`src/rtl/node_table_pkg.sv`:
```
// Shared constants and scan-state encoding for the node table bank.
package node_table_pkg;

    localparam int unsigned NT_WORD_WIDTH = 16;
    localparam int unsigned NT_DEPTH      = 64;

    typedef enum logic [1:0] {
        ST_IDLE = 2'd0,
        ST_SCAN = 2'd1,
        ST_DONE = 2'd2
    } scan_state_e;

endpackage

```
`src/rtl/node_table_bank_if.sv`:
```
// Access, clear and scan bus of the node table bank; master drives, slave is the table.
interface node_table_bank_if #(
    parameter int unsigned WORD_WIDTH = node_table_pkg::NT_WORD_WIDTH,
    parameter int unsigned DEPTH      = node_table_pkg::NT_DEPTH,
    parameter int unsigned ADDR_W     = $clog2(DEPTH)
);
    logic                  wr_en;
    logic [ADDR_W-1:0]     wr_index;
    logic [WORD_WIDTH-1:0] data_in;
    logic                  rd_en;
    logic [ADDR_W-1:0]     rd_index;
    logic [WORD_WIDTH-1:0] data_out;
    logic                  rd_valid;
    logic                  clr;
    logic                  scan_start;
    logic                  busy;
    logic                  scan_done;
    logic [ADDR_W-1:0]     min_index;
    logic [WORD_WIDTH-1:0] min_value;
    logic                  min_found;
    logic                  wr_err;
    logic [ADDR_W:0]       valid_count;

    modport master (
        output wr_en, wr_index, data_in, rd_en, rd_index, clr, scan_start,
        input  data_out, rd_valid, busy, scan_done, min_index, min_value,
               min_found, wr_err, valid_count
    );

    modport slave (
        input  wr_en, wr_index, data_in, rd_en, rd_index, clr, scan_start,
        output data_out, rd_valid, busy, scan_done, min_index, min_value,
               min_found, wr_err, valid_count
    );
endinterface

```
`src/rtl/node_table_scan.sv`:
```
// Minimum-value scan FSM: walks every index once, tracks the smallest valid entry.
module node_table_scan
    import node_table_pkg::*;
#(
    parameter int unsigned WORD_WIDTH = NT_WORD_WIDTH,
    parameter int unsigned DEPTH      = NT_DEPTH,
    parameter int unsigned ADDR_W     = $clog2(DEPTH)
) (
    input  logic                  clk,
    input  logic                  nrst,
    input  logic                  clr,
    input  logic                  scan_start,
    input  logic [WORD_WIDTH-1:0] scan_word,
    input  logic                  scan_vld,
    output logic [ADDR_W-1:0]     scan_idx,
    output logic                  busy,
    output logic                  scan_done,
    output logic [ADDR_W-1:0]     min_index,
    output logic [WORD_WIDTH-1:0] min_value,
    output logic                  min_found
);

    localparam logic [ADDR_W-1:0] LAST_IDX = ADDR_W'(DEPTH - 1);

    scan_state_e           state_q, state_d;
    logic [ADDR_W-1:0]     idx_q, idx_d;
    logic [ADDR_W-1:0]     best_idx_q, best_idx_d;
    logic [WORD_WIDTH-1:0] best_val_q, best_val_d;
    logic                  best_found_q, best_found_d;
    logic [ADDR_W-1:0]     min_index_q, min_index_d;
    logic [WORD_WIDTH-1:0] min_value_q, min_value_d;
    logic                  min_found_q, min_found_d;
    logic                  busy_q, busy_d;
    logic                  scan_done_q, scan_done_d;
    logic                  take;

    // Strict less-than keeps the earliest index on ties.
    assign take = scan_vld && (!best_found_q || (scan_word < best_val_q));

    always_comb begin
        state_d      = state_q;
        idx_d        = idx_q;
        best_idx_d   = best_idx_q;
        best_val_d   = best_val_q;
        best_found_d = best_found_q;
        min_index_d  = min_index_q;
        min_value_d  = min_value_q;
        min_found_d  = min_found_q;

        if (clr) begin
            state_d = ST_IDLE;
        end else begin
            case (state_q)
                ST_IDLE: begin
                    if (scan_start) begin
                        state_d      = ST_SCAN;
                        idx_d        = '0;
                        best_idx_d   = '0;
                        best_val_d   = '0;
                        best_found_d = 1'b0;
                    end
                end
                ST_SCAN: begin
                    if (take) begin
                        best_idx_d   = idx_q;
                        best_val_d   = scan_word;
                        best_found_d = 1'b1;
                    end
                    // Results commit from the post-update candidate on the final index.
                    if (idx_q == LAST_IDX) begin
                        state_d     = ST_DONE;
                        min_index_d = best_idx_d;
                        min_value_d = best_val_d;
                        min_found_d = best_found_d;
                    end else begin
                        idx_d = idx_q + 1'b1;
                    end
                end
                ST_DONE: state_d = ST_IDLE;
                default: state_d = ST_IDLE;
            endcase
        end

        busy_d      = (state_d != ST_IDLE);
        scan_done_d = (state_d == ST_DONE);
    end

    always_ff @(posedge clk) begin
        if (!nrst) begin
            state_q      <= ST_IDLE;
            idx_q        <= '0;
            best_idx_q   <= '0;
            best_val_q   <= '0;
            best_found_q <= 1'b0;
            min_index_q  <= '0;
            min_value_q  <= '0;
            min_found_q  <= 1'b0;
            busy_q       <= 1'b0;
            scan_done_q  <= 1'b0;
        end else begin
            state_q      <= state_d;
            idx_q        <= idx_d;
            best_idx_q   <= best_idx_d;
            best_val_q   <= best_val_d;
            best_found_q <= best_found_d;
            min_index_q  <= min_index_d;
            min_value_q  <= min_value_d;
            min_found_q  <= min_found_d;
            busy_q       <= busy_d;
            scan_done_q  <= scan_done_d;
        end
    end

    assign scan_idx  = idx_q;
    assign busy      = busy_q;
    assign scan_done = scan_done_q;
    assign min_index = min_index_q;
    assign min_value = min_value_q;
    assign min_found = min_found_q;

endmodule

```
`src/rtl/node_table_bank.sv`:
```
// Node table: word storage with valid bits, registered reads and a minimum-value scanner.
module node_table_bank
    import node_table_pkg::*;
#(
    parameter int unsigned WORD_WIDTH = NT_WORD_WIDTH,
    parameter int unsigned DEPTH      = NT_DEPTH,
    parameter int unsigned ADDR_W     = $clog2(DEPTH)
) (
    input  logic             clk,
    input  logic             nrst,
    node_table_bank_if.slave bus
);

    logic [WORD_WIDTH-1:0] mem_q [DEPTH];
    logic [DEPTH-1:0]      valid_q, valid_d;
    logic [ADDR_W:0]       valid_count_q, valid_count_d;
    logic [WORD_WIDTH-1:0] data_out_q, data_out_d;
    logic                  rd_valid_q, rd_valid_d;
    logic                  wr_err_q, wr_err_d;
    logic                  mem_we;
    logic                  busy;
    logic [ADDR_W-1:0]     scan_idx;
    logic [WORD_WIDTH-1:0] scan_word;
    logic                  scan_vld;

    assign scan_word = mem_q[scan_idx];
    assign scan_vld  = valid_q[scan_idx];

    // A clear wins over a write; the dropped write is not an error.
    assign mem_we = nrst && bus.wr_en && !busy && !bus.clr;

    always_comb begin
        valid_d       = valid_q;
        valid_count_d = valid_count_q;
        data_out_d    = data_out_q;
        rd_valid_d    = 1'b0;
        wr_err_d      = busy && (bus.rd_en || (bus.wr_en && !bus.clr));

        if (bus.rd_en && !busy) begin
            data_out_d = mem_q[bus.rd_index];
            rd_valid_d = valid_q[bus.rd_index];
        end

        if (bus.clr) begin
            valid_d       = '0;
            valid_count_d = '0;
        end else if (mem_we) begin
            valid_d[bus.wr_index] = 1'b1;
            if (!valid_q[bus.wr_index]) begin
                valid_count_d = valid_count_q + 1'b1;
            end
        end
    end

    always_ff @(posedge clk) begin
        if (mem_we) begin
            mem_q[bus.wr_index] <= bus.data_in;
        end
    end

    always_ff @(posedge clk) begin
        if (!nrst) begin
            valid_q       <= '0;
            valid_count_q <= '0;
            data_out_q    <= '0;
            rd_valid_q    <= 1'b0;
            wr_err_q      <= 1'b0;
        end else begin
            valid_q       <= valid_d;
            valid_count_q <= valid_count_d;
            data_out_q    <= data_out_d;
            rd_valid_q    <= rd_valid_d;
            wr_err_q      <= wr_err_d;
        end
    end

    node_table_scan #(
        .WORD_WIDTH (WORD_WIDTH),
        .DEPTH      (DEPTH),
        .ADDR_W     (ADDR_W)
    ) u_scan (
        .clk        (clk),
        .nrst       (nrst),
        .clr        (bus.clr),
        .scan_start (bus.scan_start),
        .scan_word  (scan_word),
        .scan_vld   (scan_vld),
        .scan_idx   (scan_idx),
        .busy       (busy),
        .scan_done  (bus.scan_done),
        .min_index  (bus.min_index),
        .min_value  (bus.min_value),
        .min_found  (bus.min_found)
    );

    assign bus.busy        = busy;
    assign bus.data_out    = data_out_q;
    assign bus.rd_valid    = rd_valid_q;
    assign bus.wr_err      = wr_err_q;
    assign bus.valid_count = valid_count_q;

endmodule

```
`src/flat_wrapper.sv`:
```
// flat-port wrapper written by rule: the top's interface ports become plain ports
module node_table_bank_flat import node_table_pkg::*;
#(
    parameter int unsigned WORD_WIDTH = NT_WORD_WIDTH,
    parameter int unsigned DEPTH      = NT_DEPTH,
    parameter int unsigned ADDR_W     = $clog2(DEPTH)
)
  (clk, nrst, bus_wr_en, bus_wr_index, bus_data_in, bus_rd_en, bus_rd_index, bus_clr, bus_scan_start, bus_data_out, bus_rd_valid, bus_busy, bus_scan_done, bus_min_index, bus_min_value, bus_min_found, bus_wr_err, bus_valid_count);
  node_table_bank_if #(.WORD_WIDTH(WORD_WIDTH), .DEPTH(DEPTH), .ADDR_W(ADDR_W)) bus_i ();
  input  logic clk;
  input  logic nrst;
  input wire logic [$bits(bus_i.wr_en)-1:0] bus_wr_en;
  input wire logic [$bits(bus_i.wr_index)-1:0] bus_wr_index;
  input wire logic [$bits(bus_i.data_in)-1:0] bus_data_in;
  input wire logic [$bits(bus_i.rd_en)-1:0] bus_rd_en;
  input wire logic [$bits(bus_i.rd_index)-1:0] bus_rd_index;
  input wire logic [$bits(bus_i.clr)-1:0] bus_clr;
  input wire logic [$bits(bus_i.scan_start)-1:0] bus_scan_start;
  output wire logic [$bits(bus_i.data_out)-1:0] bus_data_out;
  output wire logic [$bits(bus_i.rd_valid)-1:0] bus_rd_valid;
  output wire logic [$bits(bus_i.busy)-1:0] bus_busy;
  output wire logic [$bits(bus_i.scan_done)-1:0] bus_scan_done;
  output wire logic [$bits(bus_i.min_index)-1:0] bus_min_index;
  output wire logic [$bits(bus_i.min_value)-1:0] bus_min_value;
  output wire logic [$bits(bus_i.min_found)-1:0] bus_min_found;
  output wire logic [$bits(bus_i.wr_err)-1:0] bus_wr_err;
  output wire logic [$bits(bus_i.valid_count)-1:0] bus_valid_count;
  assign bus_i.wr_en = bus_wr_en;
  assign bus_i.wr_index = bus_wr_index;
  assign bus_i.data_in = bus_data_in;
  assign bus_i.rd_en = bus_rd_en;
  assign bus_i.rd_index = bus_rd_index;
  assign bus_i.clr = bus_clr;
  assign bus_i.scan_start = bus_scan_start;
  assign bus_data_out = bus_i.data_out;
  assign bus_rd_valid = bus_i.rd_valid;
  assign bus_busy = bus_i.busy;
  assign bus_scan_done = bus_i.scan_done;
  assign bus_min_index = bus_i.min_index;
  assign bus_min_value = bus_i.min_value;
  assign bus_min_found = bus_i.min_found;
  assign bus_wr_err = bus_i.wr_err;
  assign bus_valid_count = bus_i.valid_count;
  node_table_bank #(.WORD_WIDTH(WORD_WIDTH), .DEPTH(DEPTH), .ADDR_W(ADDR_W)) u_core (.clk(clk), .nrst(nrst), .bus(bus_i));
endmodule
```
`config.mk`:
```
export PLATFORM = sky130hd
export DESIGN_NAME = node_table_bank_flat
export DESIGN_NICKNAME = d
export VERILOG_FILES = /design/src/rtl/node_table_pkg.sv /design/src/rtl/node_table_bank_if.sv /design/src/rtl/node_table_scan.sv /design/src/rtl/node_table_bank.sv /design/src/flat_wrapper.sv
export SDC_FILE = /design/constraint.sdc
export NUM_CORES = 2
export LEC_CHECK = 0
export BUFFER_PORTS_ARGS = -buffer_cell sky130_fd_sc_hd__buf_2
export CORE_ASPECT_RATIO = 1.25
export CORE_MARGIN = 2
export CORE_UTILIZATION = 42
export CTS_CLUSTER_SIZE = 8
export DETAILED_ROUTE_END_ITERATION = 8
export PLACE_DENSITY_LB_ADDON = 0.15
export SYNTH_ARGS = -nofsm -noshare
export SYNTH_HDL_FRONTEND = slang
export SYNTH_HIERARCHICAL = 1
export SYNTH_SLANG_ARGS = --single-unit
```
`constraint.sdc`:
```
create_clock -name clk -period 11.8 [get_ports clk]
set_input_delay 0.59 -clock clk [delete_from_list [all_inputs] [get_ports clk]]
set_output_delay 0.59 -clock clk [all_outputs]
set_load 0.02 [all_outputs]
```
==> results.txt <==
The number of violations of the max-capacitance limit came out at 0. The worst path uses 54.2% of the clock period. Clock latency on the worst-skew pair, taken at its later pin, is ~770 ps.

Counting the buffers created by CTS gives 164. The flow ran to the end, and the final reports show no timing, DRC or antenna violations. The count of boundary I/O pins came out at 84. The buffers plus inverters on the worst setup path came out at 3. The depth of the worst register-to-register path is 13. The beginning of the worst register-to-register path is u_core/u_scan/scan_idx[1]$_SDFFE_PN0P_.

Of all cell types, the one taking the most synthesized area is edfxtp_1. The final core utilization came out at between 40% and 50%. The core region is 0.127 mm2. The final number of max-transition violations is 0. The total setup violations reported at the end of the flow is 0.

The total grt overflow is 0. The TritonCTS clock tree is done. The highest fanout seen on the critical path came out at about 130. The nature of the critical path endpoint is a flop. The number of hold violations in the final report came to 0.

Summed over all cells, the static leakage comes to approximately 0.018 uW. Counting every instance in the synthesized netlist gives 2594. The proportion of synthesized flip-flops having asynchronous set or reset is 0%. The startpoint identified for the worst hold timing path is bus_wr_en. Post-CTS timing repair inserted 0 buffers for setup.

The share of synthesized area occupied by flip-flops and latches is 62.6%. The per-cell via count in the routed design came out at approximately 6.5. In the synthesized netlist the dominant register cell turns out to be edfxtp_1. The routed layout has between 20000 and 30000 vias. For this run, the post-layout net count is ~2700.

For this configuration, the core starts out at a cell density of between 40% and 50%. The die is approximately 400 um tall. The summed negative setup slack over all endpoints is 0 ps. The number of levels the H-tree was split into is 4.

The kind of cell adding the most delay to the critical path is buffers and inverters. The die outline area came out at approximately 0.13 mm2. On the worst path, the slowest cell contributes a delay of between 900 and 1000 ps.

The global-route usage over all layers is 25.3%. The count of different cell masters after synthesis is a little under 50. The final worst clock skew is about 27 ps.

The final critical delay including setup and external delays is ~6400 ps. The number of remaining DRC errors is 0. Yosys mapped a number of flops with a built-in enable equal to between 1000 and 1500. The first-pass GRT wire length came out at ~230 mm.

The worst setup path is launched from a flop. The clock transition at the registers of the reported paths came out at approximately 50 ps. The number of detailed-routing iterations run before antenna repair came out at 5. After legalization and detailed placement, the total HPWL measured ~90 mm. At the pin with the least slew margin, the transition time is ~1300 ps. The endpoint arrival time on the critical path came out at between 7000 and 8000 ps. The tree is rooted in a clkbuf_16. The number of warnings printed during yosys synthesis is 6. The number of sinks on the clock net is about 1200. The detail route stage leaves a number of antenna-violating nets equal to 0. The number of gates resized after CTS is 0. The final cell area excluding filler cells came out at roughly 0.061 mm2. The number of nets in the synthesized netlist came out at 2645. The buffer levels on the longest clock path came out at 3.

The sum of routed wire length over all layers came out at between 150 and 200 mm. After detailed routing, the average wire length per cell comes to 36.5 um. The kind of critical path is flop to flop.

The average size of a mapped cell came out at roughly 21 um2. The cell count of the worst hold path is 3. The destination of the worst register-to-register timing path is u_core/u_scan/min_value[8]$_SDFFE_PN0P_. The cell area power density is approximately 160 mW/mm2. The floorplan step set the die width to 324 um. The register-to-register path setup slack came out at 5410 ps. For this design, the slowest cell found on the critical path is dfxtp_4. Counting stages on the worst path, the most repeated cell is mux4_2. For hold timing, the worst endpoint is u_core/bus.wr_err$_SDFF_PN0_. IR analysis of the VDD net gives a maximum drop of approximately 130 uV. Walking the worst path, the cells encountered are buf_12 -> buf_4 -> mux4_2 -> mux4_2 -> mux4_2 -> ha_1 -> nand4_1 -> o21bai_1 -> nor4b_1 -> a32o_2 -> buf_4 -> mux2i_1 -> a21oi_1.

The total of hold buffers inserted after clock tree synthesis is 0. The post-route netlist has roughly two fifths of its cells at a drive strength greater than 1. The maximum number of pins on one net before global-route repair came out at approximately 140. The post-synth design cell area is between 0.05 and 0.06 mm2.

Derived from the worst setup path, the maximum achievable clock frequency is ~0.16 GHz. Counting flops and latches in the post-synthesis netlist gives 1169. In this run the worst hold path is classified as input pin to flop. The headroom to the max-slew limit came out at ~15%.

Setup repair after global routing left no endpoint under its margin. At the end of routability-driven placement, the weighted congestion stood at 0.878. Power comes to 9460 uW. The initial antenna violation count came out at 20. The count of port buffers added during placement came out at slightly above 80. The via count of the first global-routing pass came out at about 30000. The area after detailed placement is between 0.05 and 0.06 mm2.

The row count is approximately 150. The worst path required time came out at between 10000 and 15000 ps. The area overhead of the layout relative to synthesis came out at 13.5%. The DRC marker count from the first detailed-route iteration is ~3300. After synthesis, the largest area contributor takes up a little under three fifths of total cell area. Ranked by total cell area, the synthesized netlist is headed by edfxtp_1 57%, mux4_2 30%, dfxtp_1 5.4%.
==> worst min-delay path, stage by stage <==
cell and delay [ps]:
buf_2 90, a21oi_1 60, nor2_1 70
==> power breakdown <==
group	switching [uW]	internal (uW)
registers	17.8	4510
clock network	1710	2620
logic	344	254
==> Yosys cell counts, types with 9 or more instances <==
cell type and number:
o21ai_1 16, nand4_1 9, clkbuf_1 118, buf_4 12, nor3_1 9, nand3_1 27, o21a_1 65, dfxtp_1 145
ha_1 17, buf_1 26, a21oi_1 50, mux4_2 713, a21boi_1 23, buf_2 43, a22o_1 16, nor2_1 85
nand2b_1 10, mux2i_1 41, inv_1 21, edfxtp_1 1024, nand2_1 26, o21ai_0 49
==> registers in the layout, indices dropped and copies added (netlist names) <==
name	flops
u_core/mem_q	1024
u_core/u_scan/state_q	2
u_core/u_scan/best_idx_q	6
u_core/u_scan/min_index	6
u_core/u_scan/scan_done	1
u_core/u_scan/min_value	16
u_core/u_scan/scan_idx	6
u_core/bus.wr_err	1
u_core/u_scan/best_found_q	1
u_core/u_scan/min_found	1
u_core/u_scan/best_val_q	16
u_core/bus.rd_valid	1
u_core/bus.data_out	16
u_core/u_scan/busy	1
u_core/valid_q	64
u_core/bus.valid_count	7
==> logic make-up after synthesis <==
group / after synthesis / synth area share, %
and+or+nand+nor: 196 / 1.78
muxes: 754 / 30.6
xor gates and xnor gates: 5 / 0.0815
AOI/OAI and AO/OA: 230 / 2.73
DFF: 1169 / 62.6
buffers and inverters: 223 / 1.78
adders and majority gates: 17 / 0.396
==> worst max path at each step <==
stage | startpoint | endpoint | slack [ps] | cells past startpoint
3_5_place_dp | u_core/u_scan/scan_idx[1]$_SDFFE_PN0P_ | u_core/u_scan/min_index[0]$_SDFFE_PN0P_ | 5420 | 13
5_1_grt | u_core/u_scan/scan_idx[1]$_SDFFE_PN0P_ | u_core/u_scan/min_value[8]$_SDFFE_PN0P_ | 5140 | 13
3_3_place_gp | u_core/u_scan/scan_idx[1]$_SDFFE_PN0P_ | u_core/u_scan/min_value[12]$_SDFFE_PN0P_ | 5390 | 13
4_1_cts | u_core/u_scan/scan_idx[1]$_SDFFE_PN0P_ | u_core/u_scan/min_index[0]$_SDFFE_PN0P_ | 5390 | 13
6_report | u_core/u_scan/scan_idx[1]$_SDFFE_PN0P_ | u_core/u_scan/min_value[8]$_SDFFE_PN0P_ | 5410 | 13
2_1_floorplan | u_core/u_scan/scan_idx[0]$_SDFFE_PN0P_ | u_core/u_scan/min_index[2]$_SDFFE_PN0P_ | 7470 | 14
==> per-layer routing <==
| layer | track usage, % | routed length (um) | up-vias |
|---|---|---|---|
| met5 | 0 | 153 | - |
| met4 | 10.4 | 7030 | 22 |
| met3 | 5.28 | 12400 | 316 |
| met2 | 41.1 | 79900 | 1316 |
| met1 | 33.3 | 63600 | 15942 |
| li1 | - | - | 11487 |
==> layout make-up <==
class | count | area, um2
Clock buffer | 239 | 4530
Inverter | 22 | 82.6
Timing Repair Buffer | 121 | 792
Tap cell | 1702 | 2130
Antenna cell | 5 | 12.5
Multi-Input combinational cell | 1202 | 19700
Fill cell | 10416 | 65800
Sequential cell | 1169 | 33700
Clock inverter | 9 | 116
==> through the flow <==
step	std cells	hold WS [ps]	setup WS, ps
floorplan	2594	440	7470
global placement	4216	451	5390
detailed placement	4216	465	5420
CTS	4464	25.4	5390
global route	4465	83.4	5140
finish	4469	87.2	5410
==> cell usage in the layout, fill, tap and decap left out, types with 5 or more instances in the layout <==
cell type  synthesis  layout
nand3_1           27      27
nor2_4             0      64
a22o_1            16      16
mux4_2           713     713
nand2_1           26      26
o21ai_0           49      48
mux2i_1           41      41
buf_12             0       5
buf_2             43      79
a21boi_1          23      23
nand4_1            9       9
nor3_1             9       8
inv_1             21      21
clkbuf_1         118      68
ha_1              17      17
o21ai_1           16      16
dfxtp_1          145     141
nand2b_1          10      10
diode_2            0       5
edfxtp_1        1024    1024
buf_4             12      34
nor2_1            85      21
a21oi_1           50      50
o21a_1            65      65
clkbuf_16          0     171
(Power assumes the default switching activity.)
